==> src/rtl/picosoc_mem_arbiter.sv <==
// Round-robin arbiter that sequences two picorv32-style requesters onto one
// single-port byte-write RAM with a registered read (IDLE -> ACCESS -> RESP).
module picosoc_mem_arbiter #(
   parameter int WORDS = 256
) (
   input  logic        clk,
   input  logic        rst,

   input  logic        p0_valid,
   output logic        p0_ready,
   input  logic [31:0] p0_addr,
   input  logic [31:0] p0_wdata,
   input  logic [3:0]  p0_wstrb,
   output logic [31:0] p0_rdata,

   input  logic        p1_valid,
   output logic        p1_ready,
   input  logic [31:0] p1_addr,
   input  logic [31:0] p1_wdata,
   input  logic [3:0]  p1_wstrb,
   output logic [31:0] p1_rdata,

   output logic [3:0]  ram_wen,
   output logic [21:0] ram_addr,
   output logic [31:0] ram_wdata,
   input  logic [31:0] ram_rdata
);

   typedef enum logic [1:0] {
      StIdle   = 2'd0,
      StAccess = 2'd1,
      StResp   = 2'd2
   } state_e;

   localparam logic [31:0] WordsLimit = 32'(WORDS);

   state_e      state_q;
   logic        lastGnt_q;
   logic        gnt_q;
   logic        oor_q;
   logic        p0Ready_q;
   logic        p1Ready_q;
   logic [3:0]  wen_q;
   logic [21:0] addr_q;
   logic [31:0] wdata_q;

   logic        gnt_d;
   logic        inRange_d;
   logic [31:0] selAddr;
   logic [31:0] selWdata;
   logic [3:0]  selWstrb;
   logic [31:0] respData;
   logic        unusedAddrBits;

   // With both ports requesting, the one that did not win last time goes next.
   always_comb begin
      gnt_d = 1'b0;
      if (p0_valid && p1_valid) begin
         gnt_d = ~lastGnt_q;
      end else if (p1_valid) begin
         gnt_d = 1'b1;
      end
      selAddr   = gnt_d ? p1_addr  : p0_addr;
      selWdata  = gnt_d ? p1_wdata : p0_wdata;
      selWstrb  = gnt_d ? p1_wstrb : p0_wstrb;
      inRange_d = ({10'd0, selAddr[23:2]} < WordsLimit);
   end

   always_ff @(posedge clk) begin
      if (rst) begin
         state_q   <= StIdle;
         lastGnt_q <= 1'b1;
         gnt_q     <= 1'b0;
         oor_q     <= 1'b0;
         p0Ready_q <= 1'b0;
         p1Ready_q <= 1'b0;
         wen_q     <= 4'b0;
         addr_q    <= 22'd0;
         wdata_q   <= 32'd0;
      end else begin
         case (state_q)
            StIdle: begin
               if (p0_valid || p1_valid) begin
                  state_q   <= StAccess;
                  gnt_q     <= gnt_d;
                  lastGnt_q <= gnt_d;
                  oor_q     <= ~inRange_d;
                  addr_q    <= selAddr[23:2];
                  wdata_q   <= selWdata;
                  wen_q     <= inRange_d ? selWstrb : 4'b0;
               end
            end
            StAccess: begin
               // The RAM has taken the write on this edge; clearing wen keeps it single-shot.
               state_q   <= StResp;
               wen_q     <= 4'b0;
               p0Ready_q <= ~gnt_q;
               p1Ready_q <= gnt_q;
            end
            StResp: begin
               state_q   <= StIdle;
               p0Ready_q <= 1'b0;
               p1Ready_q <= 1'b0;
            end
            default: begin
               state_q   <= StIdle;
               p0Ready_q <= 1'b0;
               p1Ready_q <= 1'b0;
               wen_q     <= 4'b0;
            end
         endcase
      end
   end

   assign respData  = oor_q ? 32'h0 : ram_rdata;
   assign p0_rdata  = respData;
   assign p1_rdata  = respData;
   assign p0_ready  = p0Ready_q & ~rst;
   assign p1_ready  = p1Ready_q & ~rst;
   assign ram_wen   = wen_q & {4{~rst}};
   assign ram_addr  = addr_q;
   assign ram_wdata = wdata_q;

   assign unusedAddrBits = ^{p0_addr[31:24], p0_addr[1:0], p1_addr[31:24], p1_addr[1:0]};

endmodule

==> config.mk <==
export PLATFORM = sky130hd
export DESIGN_NAME = picosoc_mem_arbiter
export DESIGN_NICKNAME = d
export VERILOG_FILES = /design/src/rtl/picosoc_mem_arbiter.sv
export SDC_FILE = /design/constraint.sdc
export NUM_CORES = 1
export LEC_CHECK = 0
export ABC_AREA = 1
export CAP_MARGIN = 25
export CORE_AREA = 2 2 114 116
export CTS_BUF_LIST = sky130_fd_sc_hd__clkbuf_16
export CTS_CLUSTER_SIZE = 24
export DETAILED_ROUTE_END_ITERATION = 16
export DIE_AREA = 0 0 116 118
export HOLD_SLACK_MARGIN = 0.1
export PLACE_DENSITY_LB_ADDON = 0.25
export SLEW_MARGIN = 0
export SYNTH_ARGS = -nofsm -noshare
export SYNTH_HDL_FRONTEND = slang
export SYNTH_SLANG_ARGS = --single-unit
==> constraint.sdc <==
create_clock -name clk -period 1.4 [get_ports clk]
set_input_delay 0.21 -clock clk [delete_from_list [all_inputs] [get_ports clk]]
set_output_delay 0.21 -clock clk [all_outputs]
set_load 0.05 [all_outputs]
==> impl_metrics.tcl <==
set metrics [dict create \
    run_status "finished, violations left" \
    violations "setup timing" \
    drt_first_pass_iters 4 \
    critPathArrivalTime_ns 1.25 \
    worst_setup_path_start_kind "flip-flop" \
    layout-area-overhead-vs-synth_pct 144.2 \
    synth_area_leaders "dfxtp_1 (39%), nand2_1 (14%), a31oi_1 (9.7%)" \
    hold_viol 0 \
    diodes 0 \
    use_met3 0.08496 \
    yosys_register_bits 65 \
    seqCellArea_sq_um 1309 \
    grt_pass1_vias 4329 \
    syn-cell-area_sq_um 3363 \
    fin_nets 960 \
    ioPinCount 296 \
    period_minus_slack_ns 1.461 \
    grt_max_degree 41 \
    path_max_fanout 7 \
    fill_cells 969 \
    yosysTopAreaCellShare 0.3869 \
    wl_per_cell_um 15.80 \
    ant_nets 0 \
    power_mw 8.734 \
    setup_viol 70 \
    critPathLaunch "oor_q$_SDFFE_PP0P_" \
    r2r-start "lastGnt_q$_SDFFE_PP1P_" \
    hp-class "in -> reg" \
    cts_max_level 3 \
    p_leak_nw 3.571 \
    cts.clk_slew.worst_paths_ns 0.06 \
    timing.final.crit_share 1.044 \
    reg2regPathDepth 11 \
    yosysTopAreaCell "dfxtp_1" \
    viasPerCell 4.684 \
    skew_ns 0.01141 \
    r2r_slack_ns -0.05 \
    gp_congestion 0.8530 \
    grt_pass1_wl_mm 21.41 \
    drt-initial-drc-count 152 \
    cts_tree "yes" \
    endpoint_kind "primary output" \
    hpwl_mm 10.85 \
    slew_violations 0 \
    final_cell_mix "clkdlybuf4s50_1 (149), nand2_1 (123), buf_12 (69)" \
    syn_inst 502 \
    cts_root_buffer "clkbuf_16" \
    yosys.cell_types.count 22 \
    clk_latency_ns 0.33 \
    overflow 0 \
    final_cells 965 \
    dp.cells 930 \
    max_freq_mhz 684.4 \
    drt_wl_total_mm 15.24 \
    layout_commonest_cell "clkdlybuf4s50_1" \
    start_util 0.2709 \
    route.detailed.drc 0 \
    power_density_nw_per_um2 1063 \
    syn_area_per_cell_sq_um 6.700 \
    finalCoreUtilization 0.6617 \
    hp-start "p0_wdata[23]" \
    required_ns 1.19 \
    cts_hold_buf 0 \
    multi_input_area_sq_um 1803 \
    syn_nets 674 \
    grt-busiest-layer "met2" \
    ys_seq_area_frac 0.3869 \
    antenna_found_initial 0 \
    vdd_drop_max_uv 607.5 \
    worst_pin_slew_ns 0.2943 \
    io_buffers 275 \
    slew_headroom 0.8038 \
    core_area_sq_um 12410 \
    grtUsageMet2 0.3772 \
    cts_buffer_depth 2 \
    yosys_warnings 0 \
    maxCapViolCount 0 \
    grt_setup_unrepaired "yes" \
    dieHeight_um 118 \
    crit_type "reg -> out" \
    min_delay_path_depth 3 \
    timing.hold.ws_ns 0.4436 \
    timing.final.ws_setup_ns -0.06104 \
    grt_util_met1 0.1904 \
    num_vias 4520 \
    dieArea_sq_um 13690 \
    std_cell_rows 41 \
    cts_sinks 65 \
    grt.total_usage 0.2018 \
    drive_gt1_frac 0.3329 \
    die_x_um 116 \
    numCtsBuffers 9 \
]
cell families after synthesis:
family                 Yosys count  share of synthesized area
buffers and inverters          114                     0.1745
AOI/OAI and AO/OA              113                     0.1905
DFF                             65                     0.3869
and+or+nand+nor                210                     0.2481
flip-flops by register name, summed over array words and instances, names as in the netlist:
name       cells
ram_wdata     32
p0Ready_q      1
lastGnt_q      1
oor_q          1
p1Ready_q      1
gnt_q          1
ram_addr      22
wen_q          4
state_q        2
per-layer routing:
| layer | vias to the layer above | wire, um |
|---|---|---|
| met4 | 0 | 523 |
| met3 | 36 | 1681 |
| met5 | - | 0 |
| met2 | 236 | 8143 |
| met1 | 2075 | 4895 |
| li1 | 2173 | - |
area by class of cell:
type                       count  share of cell area
sequential                    65              0.1593
timing repair buffer         342              0.5374
tap                          172             0.02620
multi-input combinational    323              0.2195
inverter                      47             0.02148
clock inverter                 7            0.008682
clock buffer                   9             0.02742
report_power, final:
part / internal, mW / total [mW] / switching (mW)
Clock: 1.38 / 2.24 / 0.865
Sequential: 2.06 / 2.27 / 0.219
Combinational: 2.03 / 4.22 / 2.19
Total: 5.46 / 8.73 / 3.27
critical path, stage by stage (launching register included):
cell	delay [ns]
dfxtp_4	0.41
buf_12	0.16
nor2_4	0.16
buf_8	0.17
metrics by stage:
step | cell area (sq um) | setup TNS [ns] | setup slack, ns
finish | 8214 | -1.681 | -0.06104
global route | 8214 | -6.083 | -0.1577
CTS | 7564 | -2.342 | -0.07834
detailed placement | 7025 | -22.28 | -0.4450
global placement | 7025 | -22.06 | -0.4320
floorplan | 3709 | -0.9648 | -0.2530
Yosys cell counts:
| cell type | instances |
|---|---|
| buf_4 | 35 |
| dfxtp_1 | 65 |
| clkbuf_1 | 15 |
| nor2_2 | 2 |
| nand3_1 | 19 |
| o31ai_1 | 1 |
| o21ai_1 | 19 |
| o21ai_2 | 1 |
| buf_6 | 1 |
| inv_1 | 46 |
| o21ai_0 | 36 |
| a31oi_1 | 52 |
| nand2_2 | 1 |
| nand2_1 | 125 |
| nor2_1 | 57 |
| a21oi_1 | 3 |
| or2_1 | 1 |
| buf_2 | 16 |
| o32ai_1 | 1 |
| nor2_4 | 1 |
| nor3_1 | 4 |
| inv_2 | 1 |
timing repair:
action / in CTS / in global routing
cloned: 1 / 9
pin swaps: 5 / 8
buffers inserted: 1 / 8
endpoints found under the setup margin: 111 / 118
resized for setup: 56 / 97
worst paths after layout:
check,end
max,p1_rdata[1]
min,ram_wdata[23]$_SDFFE_PP0P_
max reg2reg,wen_q[2]$_SDFFE_PP0P_
min reg2reg,gnt_q$_SDFFE_PP0P_
No activity file was read; power rests on OpenSTA's default activity.
==> edit (config.mk and constraints unchanged) <==
Encoding of `state_e`: now one-hot (3 bits for 3 states).
--- a/src/rtl/picosoc_mem_arbiter.sv
+++ b/src/rtl/picosoc_mem_arbiter.sv
@@ -26,10 +26,10 @@
    input  logic [31:0] ram_rdata
 );
 
-   typedef enum logic [1:0] {
-      StIdle   = 2'd0,
-      StAccess = 2'd1,
-      StResp   = 2'd2
+   typedef enum logic [2:0] {
+      StIdle   = 3'b001,
+      StAccess = 3'b010,
+      StResp   = 3'b100
    } state_e;
 
    localparam logic [31:0] WordsLimit = 32'(WORDS);
Function: no difference found for any inputs over 4 cycles, from zero or initial values and one cycle with rst high; so few cycles prove little.
==> edit against the original RTL <==
The flow still finishes with violations (negative setup slack); synthesized cell count rose by 0.80%; synthesized area is 1.3% higher; setup slack worse by 0.012 ns; wire length grew 6.4%; critical path depth grew 8; sequential cell count grew 1; final area grew 4.7%; largest power group unchanged; total power increased by 19%.
==> edit: results <==
metrics = {
    "outcome": {
        "status": "finished with violations",
        "violations": "negative setup slack",
    },
    "drt": {
        "first_iter_violations": 125,
        "avgViaCountPerCell": 4.72,
        "routedWlPerCell_um": 16.5,
        "wl_um": 16200,
    },
    "sta": {
        "worstMarginPinSlew_ns": 0.329,
        "setup_violations": 49,
        "tns_ns": -1.13,
        "fin_skew_ns": 0.00961,
        "fin_ws_ns": -0.0735,
    },
    "global_routing": {
        "grt_start_max_net_pins": 30,
        "grt_first_pass_wirelength_um": 22600,
        "grtUsageTotal_pct": 20.9,
        "grt_pass1_vias": 4581,
    },
    "layout": {
        "layout.nets": 977,
        "drive_above_1_share_pct": 41.2,
        "antenna_cells": 0,
    },
    "critical_path": {
        "max_stage_delay_ns": 0.34,
        "critPathSlowestCell": "dfxtp_2",
        "worst-path-max-fanout": 5,
        "crit_start": "lastGnt_q$_SDFFE_PP1P_",
    },
    "clock_tree": {
        "cts_buffers": 9,
        "h-tree-depth": 3,
        "ctsHoldBuffers": 0,
    },
    "min_path": {
        "hold_start": "p0_addr[3]",
    },
    "logic_synthesis": {
        "ys_types": 23,
        "seq_area_frac_synth_pct": 38.8,
        "synth-async-reset-ratio_pct": 0,
        "synth_commonest_cells": "nand2_1, a21oi_1, dfxtp_1",
        "yosys-top-cells-area": "dfxtp_1, a21oi_1, nand2_1",
        "synth_nets": 678,
        "synthCells": 506,
        "ys_warn_count": 0,
    },
    "placed_design": {
        "dp_slack_ns": -0.487,
        "placed_area_mm2": 0.00714,
        "dp_hpwl_um": 11500,
        "place.gp.congestion": 0.827,
        "dp_cells": 946,
        "port_buffers": 275,
    },
    "power_and_ir_drop": {
        "ir_drop_mv": 0.649,
        "p_leak_nw": 3.72,
    },
}
[edit: cell types whose count changed in the layout (fill, tap and decap cells not counted), moves of 16 or more]
cell     before  now
a21oi_1       3   71
nand2_1     123   74
a31oi_1      52   12
o21ai_0      35    4
o21ai_2       3   23
buf_4        40   57
a21oi_2       0   16
[edit: kinds of logic after synthesis]
| logic type | count (synthesis) | share of synthesized area, % |
|---|---|---|
| buf+inv | 116 | 17.3 |
| compound gates | 159 | 24.6 |
| flops | 66 | 38.8 |
| simple gates | 165 | 19.4 |
[edit: final timing paths]
kind / endpoint / slack (ns) / cells past startpoint
hold / removal: ram_addr[1]$_SDFFE_PP0P_ / 0.44 / 3
hold reg to reg: gnt_q$_SDFFE_PP0P_ / 0.51 / 2
setup reg to reg: oor_q$_SDFFE_PP0P_ / -0.07 / 11
setup / recovery: oor_q$_SDFFE_PP0P_ / -0.07 / 11
[edit: power by group]
part           switching [W]  total, W  internal [W]
sequential          0.000310   0.00246       0.00215
combinational        0.00289   0.00547       0.00258
clock               0.000883   0.00244       0.00156
total                0.00409    0.0104       0.00628
[edit: repair_timing]
action	in CTS	in global routing
gates resized for setup	60	215
gates cloned	1	9
pin swaps	1	13
setup buffers	4	6
endpoints found under the setup margin	113	128
[edit: critical path, delay by kind of cell (launching register included)]
family        cells  cell delay, ns
simple gates      9            0.83
flops             1            0.34
buf+inv           2            0.21
[edit: area by class of cell]
type	count	area [µm²]
clock inverter	7	92.6
inverter	50	193
timing repair buffer	354	4480
sequential	66	1330
clock buffer	9	225
multi-input combinational	324	2060
tap	172	215
fill	913	3810
[edit: metal layers]
metal / wire (µm) / GRT usage [%]
met5: 0 / 0
met4: 276 / 6.92
met3: 1590 / 7.88
met2: 8750 / 39.5
met1: 5600 / 20.6
